===== src/rtl/pipeline_hazard_ctrl.sv =====
`default_nettype none
// ============================================================================
//  Module   : pipeline_hazard_ctrl
//  Purpose  : Stall/flush sequencer for a 5-stage pipeline (load-use, branch
//             flush, multi-cycle data memory, timeout error, perf counters).
//  Revision : 1.0
// ============================================================================
module pipeline_hazard_ctrl #(
   parameter int TIMEOUT = 64,
   parameter int CNT_W   = 16
) (
   input  logic             clk_i,
   input  logic             rst_i,
   input  logic             idex_memread_i,
   input  logic [4:0]       idex_rt_i,
   input  logic [4:0]       ifid_rs_i,
   input  logic [4:0]       ifid_rt_i,
   input  logic             branch_taken_i,
   input  logic             jump_i,
   input  logic             mem_req_i,
   input  logic             mem_ack_i,
   output logic             pc_write_o,
   output logic             ifid_write_o,
   output logic             ifid_flush_o,
   output logic             idex_bubble_o,
   output logic             pipe_hold_o,
   output logic [1:0]       state_o,
   output logic [CNT_W-1:0] stall_cnt_o,
   output logic [CNT_W-1:0] flush_cnt_o,
   output logic             err_o
);

   localparam int WAIT_W = $clog2(TIMEOUT + 1);
   localparam logic [WAIT_W-1:0] C_WAIT_LAST = WAIT_W'(TIMEOUT - 1);
   localparam logic [CNT_W-1:0]  C_CNT_MAX   = {CNT_W{1'b1}};

   typedef enum logic [1:0] {
      S_RUN      = 2'b00,
      S_MEM_WAIT = 2'b01,
      S_ERROR    = 2'b10,
      S_ILLEGAL  = 2'b11
   } state_t;

   state_t            r_state;
   state_t            w_state_nxt;
   logic [WAIT_W-1:0] r_wait_cnt;
   logic [WAIT_W-1:0] w_wait_nxt;
   logic [CNT_W-1:0]  r_stall_cnt;
   logic [CNT_W-1:0]  r_flush_cnt;
   logic              r_err;

   logic w_luh;
   logic w_mstall;
   logic w_ack;
   logic w_pc_write;
   logic w_ifid_write;
   logic w_ifid_flush;
   logic w_idex_bubble;
   logic w_pipe_hold;
   logic w_stall_inc;

   assign w_luh    = idex_memread_i && (idex_rt_i != 5'd0) &&
                     ((idex_rt_i == ifid_rs_i) || (idex_rt_i == ifid_rt_i));
   assign w_ack    = mem_req_i & mem_ack_i;
   assign w_mstall = mem_req_i & ~mem_ack_i;

   always_comb begin
      w_pc_write    = 1'b1;
      w_ifid_write  = 1'b1;
      w_ifid_flush  = 1'b0;
      w_idex_bubble = 1'b0;
      w_pipe_hold   = 1'b0;
      w_state_nxt   = r_state;
      w_wait_nxt    = r_wait_cnt;

      case (r_state)
         S_RUN: begin
            if (w_mstall) begin
               w_pc_write   = 1'b0;
               w_ifid_write = 1'b0;
               w_pipe_hold  = 1'b1;
               w_state_nxt  = S_MEM_WAIT;
               w_wait_nxt   = WAIT_W'(1);
            end else if (w_luh) begin
               // Branch/jump resolution is deferred until the load result is usable.
               w_pc_write    = 1'b0;
               w_ifid_write  = 1'b0;
               w_idex_bubble = 1'b1;
            end else if (branch_taken_i || jump_i) begin
               w_ifid_flush = 1'b1;
            end
         end

         S_MEM_WAIT: begin
            if (w_ack) begin
               w_state_nxt = S_RUN;
               w_wait_nxt  = '0;
            end else begin
               w_pc_write   = 1'b0;
               w_ifid_write = 1'b0;
               w_pipe_hold  = 1'b1;
               w_wait_nxt   = r_wait_cnt + 1'b1;
               if (r_wait_cnt >= C_WAIT_LAST) begin
                  w_state_nxt = S_ERROR;
               end
            end
         end

         S_ERROR: begin
            w_pc_write    = 1'b0;
            w_ifid_write  = 1'b0;
            w_pipe_hold   = 1'b1;
            w_idex_bubble = 1'b1;
         end

         default: begin
            // Unreachable encoding: freeze for one cycle and recover to RUN.
            w_pc_write   = 1'b0;
            w_ifid_write = 1'b0;
            w_pipe_hold  = 1'b1;
            w_state_nxt  = S_RUN;
            w_wait_nxt   = '0;
         end
      endcase
   end

   assign w_stall_inc = ~w_pc_write && (r_state != S_ERROR);

   always_ff @(posedge clk_i) begin
      if (rst_i) begin
         r_state     <= S_RUN;
         r_wait_cnt  <= '0;
         r_stall_cnt <= '0;
         r_flush_cnt <= '0;
         r_err       <= 1'b0;
      end else begin
         r_state    <= w_state_nxt;
         r_wait_cnt <= w_wait_nxt;
         if (w_state_nxt == S_ERROR) begin
            r_err <= 1'b1;
         end
         if (w_stall_inc && (r_stall_cnt != C_CNT_MAX)) begin
            r_stall_cnt <= r_stall_cnt + 1'b1;
         end
         if (w_ifid_flush && (r_flush_cnt != C_CNT_MAX)) begin
            r_flush_cnt <= r_flush_cnt + 1'b1;
         end
      end
   end

   assign pc_write_o    = w_pc_write;
   assign ifid_write_o  = w_ifid_write;
   assign ifid_flush_o  = w_ifid_flush;
   assign idex_bubble_o = w_idex_bubble;
   assign pipe_hold_o   = w_pipe_hold;
   assign state_o       = r_state;
   assign stall_cnt_o   = r_stall_cnt;
   assign flush_cnt_o   = r_flush_cnt;
   assign err_o         = r_err;

endmodule
`default_nettype wire


===== config.mk =====
export PLATFORM = sky130hd
export DESIGN_NAME = pipeline_hazard_ctrl
export DESIGN_NICKNAME = d
export VERILOG_FILES = /design/src/rtl/pipeline_hazard_ctrl.sv
export SDC_FILE = /design/constraint.sdc
export NUM_CORES = 1
export LEC_CHECK = 0
export BUFFER_PORTS_ARGS = -buffer_cell sky130_fd_sc_hd__buf_4
export CAP_MARGIN = 10
export CELL_PAD_IN_SITES_DETAIL_PLACEMENT = 0
export CELL_PAD_IN_SITES_GLOBAL_PLACEMENT = 1
export CORE_UTILIZATION = 36
export CTS_BUF_LIST = sky130_fd_sc_hd__clkbuf_8
export DETAILED_ROUTE_END_ITERATION = 10
export PLACE_DENSITY_LB_ADDON = 0.25
export SLEW_MARGIN = 30
export SYNTH_ARGS = -nofsm -noshare
export SYNTH_HDL_FRONTEND = slang
export SYNTH_SLANG_ARGS = --single-unit

===== constraint.sdc =====
create_clock -name clk_i -period 1.75 [get_ports clk_i]
set_input_delay 0.0875 -clock clk_i [delete_from_list [all_inputs] [get_ports clk_i]]
set_output_delay 0.0875 -clock clk_i [all_outputs]
set_load 0.01 [all_outputs]

==> reports/summary.md, run 1 <==
The remaining max-slew budget at the tightest pin is 0.670, and the stage delay of the slowest cell on the critical path is 0.46 ns. The first global-routing pass estimated 9.85 mm of wire. In this run the worst path has a maximum fanout of 8. The number of distinct standard cells referenced by the synthesized netlist was 49; the power density over cell area was 605 nW/um2.

The cell count after synthesis came out at 285. CTS built an H-tree with a depth of 2. For the starting utilization of the core area, the log shows 0.374.

The tools report the starting DRC count in detailed routing as 64. In this run the cell area of the synthesized design comes to 2370 um2. The number of global-route vias before repair was 2241; the worst clock skew was 0.0206 ns.

The later pin in the worst-skew pair is clocked with a latency of 0.30 ns. The die covers 6920 um2. The transition time at the pin with the least slew margin was 0.496 ns; the number of buffers created by CTS was 5. The worst register-to-register path has a setup slack of 0.01 ns.

After clock tree synthesis, the clock-pin slew on the worst setup and hold paths is 0.08 ns. The tools report the source of the worst register-to-register timing path as stall_cnt_o[8]$_SDFFE_PP0P_. The number of cells on the worst hold path was 4. For the max-capacitance violation count, the log shows 0. Layout cell share with drive strength beyond 1: 0.440.

The average cell area after synthesis works out to 8.32 um2. For this design, the slowest cell found on the critical path is or4_1. By startpoint and endpoint, the worst setup path is classified as register to register. The logs give 0 for the number of antenna repair diodes and 1.97 ns for the required time reported for the critical path endpoint. Summing all multi-input logic gate instances after layout gives 1530 um2. TritonCTS built the clock tree. STA classifies the critical path startpoint as a register. The tools report the root cell of the clock tree as clkbuf_8. The final routed DRC violation total came out at 0. The logs give 0.194 ns for the worst slack on hold paths and 0.354 for the sequential-to-total area share from yosys stat. Measured in cells, the most critical reg-to-reg path has a length of 7.

From bottom edge to top edge, the die measures 83.2 um. The number of vias per cell came out at 5.25. The run gives 0.169 as the overall global routing resource usage. The run finished with clean final reports. The minimum clock period works out to 1.74 ns. In this run the worst hold path is classified as input port to register. The area growth from synthesis to layout is 47.6%. After detailed routing, the total wire length is 6.02 mm. The Yosys step of the flow raised 0 warnings. The critical path ends at stall_cnt_o[7]$_SDFFE_PP0P_. The row count is 29, and the core region area is 6350 um2.

The global-route congestion overflow total is 0. The placed wire-length estimate after detailed placement is 4.35 mm, and the synthesized net count is 310. Measured along the x axis, the die boundary spans 83.2 um.

In the final layout, flip-flops and latches occupy 860 um2. Largest net degree at the start of global routing: 47. STA classifies the critical path endpoint as a register. The endpoint of the most critical register-to-register path was stall_cnt_o[7]$_SDFFE_PP0P_.

The first-pass iteration count of the detailed router was 4; the average routed wire per standard cell was 12.8 um. In this run the remaining antenna-violating nets after routing total 0. Walking the worst path, the cells encountered are and3_4 -> nand2_2 -> nor2_2 -> a41o_1 -> buf_4 -> or4_1 -> a21oi_1.

The count of vias placed by the detailed router was 2469. After the last flow step, the layout net total stands at 417. IR analysis of the VDD net gives a maximum drop of 288 uV. In this run, synthesis produced a sequential element count of 42. The logs give 62 for the number of ports placed on the die boundary and 0.774 for the final RePlAce weighted congestion.

Summed over all cells, the static leakage comes to 0.00138 uW. The start point of the critical path was stall_cnt_o[8]$_SDFFE_PP0P_. Setup repair after global routing could not meet its margin everywhere. STA puts the critical path data arrival time at 1.96 ns. Final max-slew violation count: 0. Buffers placed on the I/O ports in this run total 61.

The number of buffers between clock root and the deepest sink was 2; the final worst-path cycle share was 0.993. The count of filler cells inserted in the layout was 608. Clock tree synthesis found a total of 42 sinks. Setup violations remaining at the end of the flow were counted as 0. The power consumption is 2120 uW, and the hold violation count in the final report is 0. Timing would allow up to 576 MHz.

The tools report the number of antenna violations at the first check in global routing as 0.
## report_power, final
part / internal, uW / leakage [uW] / switching, uW
Clock: 421 / 0.0000579 / 357
Combinational: 172 / 0.000981 / 182
Sequential: 971 / 0.000346 / 15.0
## routing by layer
layer	global-route usage	wire length, um	up-vias
li1	-	-	1278
met1	0.214	2840	1147
met2	0.288	2910	39
met3	0.0358	218	5
met4	0.0470	57	0
met5	0	0	-
## synthesized netlist by cell type (all sizes together)
library cell / number / area [um2]
nor2b: 5 / 31.3
or3: 8 / 50.1
dfxtp: 42 / 841
a311oi: 2 / 17.5
nand2b: 5 / 31.3
and2: 1 / 6.26
mux2: 7 / 93.8
nor3: 4 / 25.0
ha: 3 / 37.5
clkbuf: 5 / 18.8
a21o: 1 / 7.51
o21bai: 1 / 7.51
xor2: 3 / 26.3
or4: 17 / 131
a41oi: 1 / 8.76
and4: 1 / 8.76
or3b: 1 / 8.76
nand2: 21 / 78.8
o22a: 1 / 8.76
nand3b: 1 / 7.51
buf: 9 / 71.3
o21ai: 14 / 85.1
and3: 5 / 31.3
o31ai: 16 / 120
nor4: 6 / 56.3
mux2i: 1 / 10.0
nand3: 16 / 80.1
nand4: 9 / 56.3
nor2: 24 / 90.1
inv: 8 / 30.0
a41o: 1 / 10.0
o22ai: 1 / 6.26
xnor2: 10 / 87.6
a2111oi: 1 / 8.76
a21oi: 33 / 176
a31oi: 1 / 6.26
## critical path: cells and delay by family (launching register included)
family / cells / cell delay (ns)
AND/OR/NAND/NOR: 4 / 0.74
AO/OA/AOI/OAI: 2 / 0.42
flip-flops: 1 / 0.33
buffers and inverters: 1 / 0.18
## final cells by class
cell class              instances  area share
inverters                       8     0.00857
flip-flops and latches         42       0.245
repair buffers                114       0.251
well taps                      77      0.0275
clock buffers                   5      0.0196
clock inverters                 3      0.0114
multi-input cells             221       0.436
## worst min path at each step
stage / start / to / slack (ns)
2_1_floorplan: mem_req_i / r_wait_cnt[5]$_SDFFE_PP0P_ / 0.34
3_3_place_gp: r_wait_cnt[6]$_SDFFE_PP0P_ / r_wait_cnt[6]$_SDFFE_PP0P_ / 0.46
3_5_place_dp: err_o$_SDFFE_PP0N_ / err_o$_SDFFE_PP0N_ / 0.48
4_1_cts: mem_ack_i / r_wait_cnt[5]$_SDFFE_PP0P_ / 0.19
5_1_grt: mem_ack_i / r_wait_cnt[6]$_SDFFE_PP0P_ / 0.23
6_report: mem_ack_i / r_wait_cnt[5]$_SDFFE_PP0P_ / 0.19
## timing repair
item                       in CTS  in global routing
hold buffers                    0                  0
gates resized for setup         7                 25
pin swaps                       3                  9
setup endpoints to repair      11                 29
buffers inserted                1                  3
## cell families after synthesis
group                    share of synthesized area
AO/OA/AOI/OAI                                0.195
buffers and inverters                       0.0506
adder cells (fa/ha/maj)                     0.0158
XOR/XNOR                                    0.0480
AND/OR/NAND/NOR                              0.292
flip-flops                                   0.354
multiplexers                                0.0438
## metrics by stage
step / TNS (ns) / std cells / worst slack (ns) / cell area [um2] / utilization
after floorplan: -0.0316 / 285 / -0.0307 / 2420 / -
after global placement: -2.64 / 458 / -0.209 / 3260 / 0.513
after detailed placement: -3.40 / 458 / -0.261 / 3260 / 0.513
after CTS: 0 / 467 / 0.00469 / 3400 / 0.535
after global routing: -0.431 / 470 / -0.0743 / 3500 / 0.552
final: 0 / 470 / 0.0129 / 3500 / 0.552
## registers in the layout, indices dropped and copies added, names as in the netlist
signal / cells
r_wait_cnt: 7
err_o: 1
stall_cnt_o: 16
flush_cnt_o: 16
state_o: 2
## placed cells by master, fill, tap and decap left out, types with 4 or more instances in the layout
master,instances
nor2b_1,5
nor2_1,21
inv_1,6
clkbuf_8,5
or3_1,8
o21ai_0,9
nand2_1,18
and3_1,4
buf_4,110
nand3_1,15
dfxtp_2,12
a21oi_1,30
nand2b_1,5
xnor2_1,10
o31ai_1,15
dfxtp_1,29
mux2_4,4
nand4_1,9
or4_1,14
No activity file was read; power rests on OpenSTA's default activity.
==> inputs of run 2 (changes only) <==
--- a/config.mk
+++ b/config.mk
@@ -7,9 +7,9 @@
 export LEC_CHECK = 0
 export BUFFER_PORTS_ARGS = -buffer_cell sky130_fd_sc_hd__buf_4
 export CAP_MARGIN = 10
-export CELL_PAD_IN_SITES_DETAIL_PLACEMENT = 0
-export CELL_PAD_IN_SITES_GLOBAL_PLACEMENT = 1
-export CORE_UTILIZATION = 36
+export CELL_PAD_IN_SITES_DETAIL_PLACEMENT = 1
+export CELL_PAD_IN_SITES_GLOBAL_PLACEMENT = 2
+export CORE_UTILIZATION = 28
 export CTS_BUF_LIST = sky130_fd_sc_hd__clkbuf_8
 export DETAILED_ROUTE_END_ITERATION = 10
 export PLACE_DENSITY_LB_ADDON = 0.25
==> reports/summary.md, run 2 (synthesis results as in run 1) <==
The count of filler cells inserted in the layout is 976 (+61%), and the overall global routing resource usage is 0.171 (+0.00265). The tools report the number of setup violations in the final report as 4 (+4). The leakage power was 0.00161 uW (+16%); the number of global-route vias before repair was 2632 (+17%). The final antenna-violating net count is 0 (unchanged), and the number of vias per cell is 5.14 (-2.1%). The sink count of the clock tree was 42 (unchanged); the placed cell count was 496 (+8.3%).

Arrival time of the worst setup path: 1.99 ns (+0.03 ns). Transition time at the pin with the least slew margin: 0.564 ns (+0.0684 ns). The average routed wire per standard cell works out to 15.8 um (+23%).

The stage delay of the slowest cell on the critical path works out to 0.48 ns (+0.02 ns). The worst ir drop on vdd is 313 uV (+8.8%), and the number of buffers created by CTS is 5 (unchanged). The cell sitting at the root of the clock tree is a clkbuf_8.

The row count came out at 33 (+14%). The horizontal die dimension came out at 94.0 um (+13%). The starting utilization of the core area is 0.289 (-0.0849). Final layout net count: 438 (+5.0%). The tools report the routed wire length as 8.19 mm (+36%). The routing usage on met2 came out at 0.319 (+0.0311). After global routing, the most crowded layer is met2. The wire length of the first global-routing pass came out at 12.1 mm (+23%). The final core utilization was 0.486 (-0.0656); the number of input and output port buffers inserted was 61 (unchanged).

The flow ran to the end, but the final reports show violations. The number of antenna violations at the first check in global routing is 0 (unchanged), and the core region area is 8220 um2 (+29%). Leaving out fill and tap cells, the most frequent cell in the layout is buf_4. The final worst-path cycle share came out at 1.01 (+0.0176). The remaining max-slew budget at the tightest pin was 0.624 (-0.0456); the maximum fanout along the worst path was 6 (-2).

Final RePlAce weighted congestion: 0.720 (-7.0%). The maximum achievable frequency was 566 MHz (-1.7%). The placed wire-length estimate after detailed placement was 5.38 mm (+24%). In the layout the commonest cells are buf_4, dfxtp_1, a21oi_1. The power density over cell area works out to 560 nW/um2 (-7.4%). Setup repair after global routing could not meet its margin everywhere. The tools report the number of hold buffers added after cts as 0 (unchanged). The run gives 0 (unchanged) as the hold violation count in the final report. The worst-path cell with the longest stage delay is or4_4. The insertion delay of the later-clocked pin in the worst-skew pair is 0.29 ns (about the same).

Worst clock skew: 0.0125 ns (-0.00814 ns). The final reports fail on negative setup slack. For the met1 capacity usage during global routing, the log shows 0.204 (-0.0106). The layout cell share with drive strength beyond 1 was 0.527 (+0.0864); the required time reported for the critical path endpoint was 1.97 ns (about the same).

The cell area reported after detailed placement is 3380 um2 (+3.8%). The number of antenna repair diodes is 0 (unchanged), and the vertical die dimension is 94.0 um (+13%). The die area came out at 8840 um2 (+28%).

The run gives 0.0299 (-0.00585) as the routing usage on met3. The logs give 3990 um2 (+14%) for the total non-filler cell area in the finished layout and 0 (unchanged) for the final max-slew violation count. The max-capacitance violation count is 0 (unchanged). The run gives 67 (+4.7%) as the starting DRC count in detailed routing.

The least setup slack across all paths after layout is -0.0179 ns (-0.0309 ns), and the area growth from synthesis to layout is 68.3%. The worst slack on hold paths is 0.208 ns (+0.0140 ns). The total negative slack was -0.0512 ns (-0.0512 ns). STA classifies the critical path startpoint as a register.

The global-route congestion overflow total was 0 (unchanged). The clock transition at the register clock pins on the worst setup and hold paths after CTS was 0.09 ns (about the same). For the deepest level of the CTS H-tree, the log shows 2 (unchanged).

The count of vias placed by the detailed router came out at 2668 (+8.1%). The tools report the first-pass iteration count of the detailed router as 6 (+2). The number of buffers between clock root and the deepest sink is 2 (unchanged). The class of the tightest hold or removal check was input port to register. TritonCTS built the clock tree.

The worst setup path category is register to register. The tools report the filler-free cell count of the finished design as 519 (+10%). The signal on the critical path passes through ha_2 -> inv_2 -> nor3_4 -> a41o_4 -> buf_12 -> or4_4 -> a21oi_2.

The final routed DRC violation total is 0 (unchanged), and the minimum clock period is 1.77 ns (+0.0309 ns). The tools report the largest net degree at the start of global routing as 47 (unchanged). The tools report the number of ports placed on the die boundary as 62 (unchanged). The tools report the kind of capture point of the worst setup path as a register.
run 2: cell count changes in the layout (fill, tap and decap cells not counted), sizes merged:
cell	before	now
buf	114	131
clkbuf	5	9
clkinv	2	0
inv	8	10
run 2: path summary, 6_finish.rpt:
| kind | startpoint | to | slack, ns | cells past startpoint |
|---|---|---|---|---|
| worst min-delay path | mem_ack_i | r_wait_cnt[6]$_SDFFE_PP0P_ | 0.21 | 4 |
| worst max-delay path | stall_cnt_o[0]$_SDFFE_PP0P_ | stall_cnt_o[7]$_SDFFE_PP0P_ | -0.02 | 7 |
| worst min register to register | err_o$_SDFFE_PP0N_ | err_o$_SDFFE_PP0N_ | 0.47 | 2 |
| worst max register to register | stall_cnt_o[0]$_SDFFE_PP0P_ | stall_cnt_o[7]$_SDFFE_PP0P_ | -0.02 | 7 |
run 2: power breakdown:
part | leakage [uW] | switching [uW] | internal, uW
registers | 0.000346 | 14.3 | 973
clock network | 0.0000607 | 345 | 416
logic | 0.00120 | 231 | 255
total | 0.00161 | 591 | 1640
run 2: per-layer routing:
layer	vias to the layer above	part of all wire
li1	1310	-
met1	1304	0.42
met2	46	0.53
met3	8	0.027
met4	0	0.014
met5	-	0
run 2: repair_timing:
action                                  CTS  global route
pin swaps                                17            33
cloned                                    1             5
gates resized for setup                  28            49
buffers inserted                          8             4
endpoints found under the setup margin   31            30
run 2: final cells by class:
| type | instances | area (um2) | share of cell area |
|---|---|---|---|
| clock buffer | 5 | 68.8 | 0.0172 |
| timing repair buffer | 135 | 1170 | 0.294 |
| sequential | 42 | 860 | 0.215 |
| multi-input combinational | 221 | 1690 | 0.423 |
| clock inverter | 3 | 37.5 | 0.00940 |
| tap | 105 | 131 | 0.0329 |
| inverter | 8 | 30.0 | 0.00752 |
run 2: per-stage QoR:
stage	total power, uW	setup slack (ns)
global placement	1360	-0.208
floorplan	1200	-0.0307
detailed placement	1370	-0.262
CTS	2190	-0.0243
global route	2330	-0.0656
finish	2230	-0.0179
run 2: worst max-delay path: cells and delay by family (launching register included):
| family | cells | cell delay, ns |
|---|---|---|
| simple gates | 2 | 0.54 |
| compound gates | 2 | 0.40 |
| flops | 1 | 0.33 |
| fa+ha+maj | 1 | 0.19 |
| buf+inv | 2 | 0.23 |
==> inputs of run 3 (changes only) <==
--- a/config.mk
+++ b/config.mk
@@ -12,8 +12,9 @@
 export CORE_UTILIZATION = 28
 export CTS_BUF_LIST = sky130_fd_sc_hd__clkbuf_8
 export DETAILED_ROUTE_END_ITERATION = 10
-export PLACE_DENSITY_LB_ADDON = 0.25
-export SLEW_MARGIN = 30
+export PLACE_DENSITY_LB_ADDON = 0.05
+export REMOVE_ABC_BUFFERS = 1
+export SLEW_MARGIN = 10
 export SYNTH_ARGS = -nofsm -noshare
 export SYNTH_HDL_FRONTEND = slang
 export SYNTH_SLANG_ARGS = --single-unit
==> reports/summary.md, run 3 (synthesis results as in run 1) <==
The wire length of the first global-routing pass was 11.7 mm (-3.2%). The run finished with clean final reports. Leaving out fill and tap cells, the most frequent cells in the layout are buf_4, dfxtp_1, a21oi_1. The power density over cell area came out at 626 nW/um2 (+12%). The tools report the routed length on met2 as 3.48 mm (-21%). TritonCTS built the clock tree. The starting utilization of the core area is 0.289 (unchanged), and the number of setup violations in the final report is 0 (-4).

The highest layer touched by signal routing is met4. The filler-free cell count of the finished design is 513 (-1.2%), and the count of vias placed by the detailed router is 2576 (-3.4%). The tools report the number of antenna repair diodes as 0 (unchanged). The final routed DRC violation total is 0 (unchanged).

For the met1 wire length, the log shows 3.48 mm (+0.26%). The logs give 58 (-13%) for the starting DRC count in detailed routing and 0 (unchanged) for the final max-slew violation count. The logs give 0 (unchanged) for the global-route congestion overflow total and -0.218 ns (+0.0435 ns) for the setup slack at placement. The buffers plus inverters on the worst setup path is 1 (-1). The number of input and output port buffers inserted is 61 (unchanged), and the number of buffers between clock root and the deepest sink is 2 (unchanged).

The worst clock skew is 0.00542 ns (-0.00707 ns), and the number of vias per cell is 5.02 (-2.3%). The layout cell share with drive strength beyond 1 came out at 0.475 (-0.0511). The worst-path cell with the longest stage delay was or4_1.

The kind of cell with the highest combined delay along the critical path is simple AND/OR/NAND/NOR gates. Sink count of the clock tree: 42 (unchanged). The first-pass iteration count of the detailed router was 4 (-2). The minimum clock period is 1.75 ns (-0.0181 ns), and the total area of multi-input combinational cells is 1570 um2 (-7.1%).

Clock tree synthesis selected as its root buffer the cell clkbuf_8. Walking the worst path, the cells encountered are ha_2 -> nand2_2 -> nor4_4 -> and2_4 -> buf_4 -> or4_1 -> a21oi_1. The leakage power is 0.00151 uW (-6.2%). The clock transition at the register clock pins on the worst setup and hold paths after CTS is 0.09 ns (about the same), and the core region area is 8220 um2 (unchanged).

The start point of the worst hold path was mem_ack_i. The stage delay of the slowest cell on the critical path was 0.48 ns (about the same). The max-capacitance violation count is 0 (unchanged), and the placed cell count is 496 (unchanged). For the final antenna-violating net count, the log shows 0 (unchanged). The routed wire length was 7.26 mm (-11%). The logs give 47 (unchanged) for the largest net degree at the start of global routing and 0 (unchanged) for the number of antenna violations at the first check in global routing. The required time reported for the critical path endpoint was 1.98 ns (about the same). The run gives 0.166 (-0.00555) as the overall global routing resource usage. The most critical setup path has its startpoint at flush_cnt_o[0]$_SDFFE_PP0P_.

For the deepest level of the CTS H-tree, the log shows 2 (unchanged). The worst setup path category was register to register. The remaining max-slew budget at the tightest pin is 0.643 (+0.0190), and the count of filler cells inserted in the layout is 982 (+0.61%). The tools report the least setup slack across all paths after layout as 0.000154 ns (+0.0181 ns). The most common cell after layout, fill and taps aside was buf_4.

The horizontal die dimension was 94.0 um (unchanged). Average routed wire per standard cell: 14.1 um (-10%). The final worst-path cycle share works out to 1.00 (-0.0103). Die area: 8840 um2 (unchanged). Placed wire-length estimate after detailed placement: 5.25 mm (-2.5%). The total negative slack is 0 ns (+0.0512 ns), and the row count is 33 (unchanged). Detailed-routed wire length on met3: 251 um (+13%).

The startpoint identified for the worst register-to-register timing path is flush_cnt_o[0]$_SDFFE_PP0P_. The transition time at the pin with the least slew margin is 0.535 ns (-0.0284 ns), and the insertion delay of the later-clocked pin in the worst-skew pair is 0.30 ns (about the same). The logs give 2513 (-4.5%) for the number of global-route vias before repair and 2360 uW (+5.6%) for the power consumption.

The area growth from synthesis to layout is 58.8%. The element type at the critical path start is a register. The maximum fanout along the worst path came out at 10 (+4). For the area taken by flip-flops and latches, the log shows 857 um2 (-0.29%). STA classifies the critical path endpoint as a register. The final RePlAce weighted congestion is 0.734 (+1.9%), and the vertical die dimension is 94.0 um (unchanged). The run gives 5 (unchanged) as the number of buffers created by CTS. The maximum achievable frequency was 571 MHz (+1.0%). Setup repair after global routing could not meet its margin everywhere. The tools report the hold violation count in the final report as 0 (unchanged). The logs give 0.458 (-0.0276) for the final core utilization and 62 (unchanged) for the number of ports placed on the die boundary. The logs give 1.98 ns (about the same) for the arrival time of the worst setup path and 251 uV (-20%) for the worst ir drop on vdd. The final layout net count is 432 (-1.4%). In this run the worst hold path is classified as input port to register.
[run 3: cell count changes in the layout (fill, tap and decap cells not counted), sizes merged]
cell and change:
buf -3, inv -2, clkinv +1, bufinv +1, clkbuf -3
[run 3: repair_timing]
action | CTS | global route
cloned | 0 | 1
setup endpoints to repair | 25 | 33
buffers inserted | 1 | 7
hold buffers | 0 | 0
resized for setup | 14 | 38
pin swaps | 4 | 16
endpoints found under the hold margin | 0 | 0
[run 3: path summary, 6_finish.rpt]
| check | to | slack, ns | depth (start not counted) |
|---|---|---|---|
| worst min-delay path | r_wait_cnt[5]$_SDFFE_PP0P_ | 0.18 | 4 |
| worst max-delay path | flush_cnt_o[3]$_SDFFE_PP0P_ | 0.0002 | 7 |
| worst max register to register | flush_cnt_o[3]$_SDFFE_PP0P_ | 0.0002 | 7 |
| worst min register to register | err_o$_SDFFE_PP0N_ | 0.48 | 2 |
[run 3: through the flow]
stage               cell area [um2]  hold WS [ns]
floorplan                      2280         0.157
global placement               3350         0.459
detailed placement             3350         0.464
CTS                            3540         0.174
global route                   3770         0.187
finish                         3770         0.179
[run 3: worst register-to-register path, cell delays in order (launching register included)]
cell	delay, ns
dfxtp_1	0.33
ha_2	0.20
nand2_2	0.10
nor4_4	0.05
and2_4	0.19
buf_4	0.17
or4_1	0.48
a21oi_1	0.16
[run 3: power by group]
group          internal (uW)  switching, uW  total [uW]
Sequential               971           15.4         987
Combinational            213            203         416
Clock                    572            383         956
[run 3: layout make-up]
cell class              instances  area share
clock buffers                   5      0.0183
repair buffers                129       0.276
multi-input cells             221       0.417
flip-flops and latches         42       0.228
clock inverters                 3      0.0183
well taps                     105      0.0349
inverters                       8     0.00797
[run 3: metal layers]
metal,GRT usage,up-vias
li1,-,1305
met1,0.214,1214
met2,0.284,53
met3,0.0291,4
met4,0.0410,0
met5,0,-
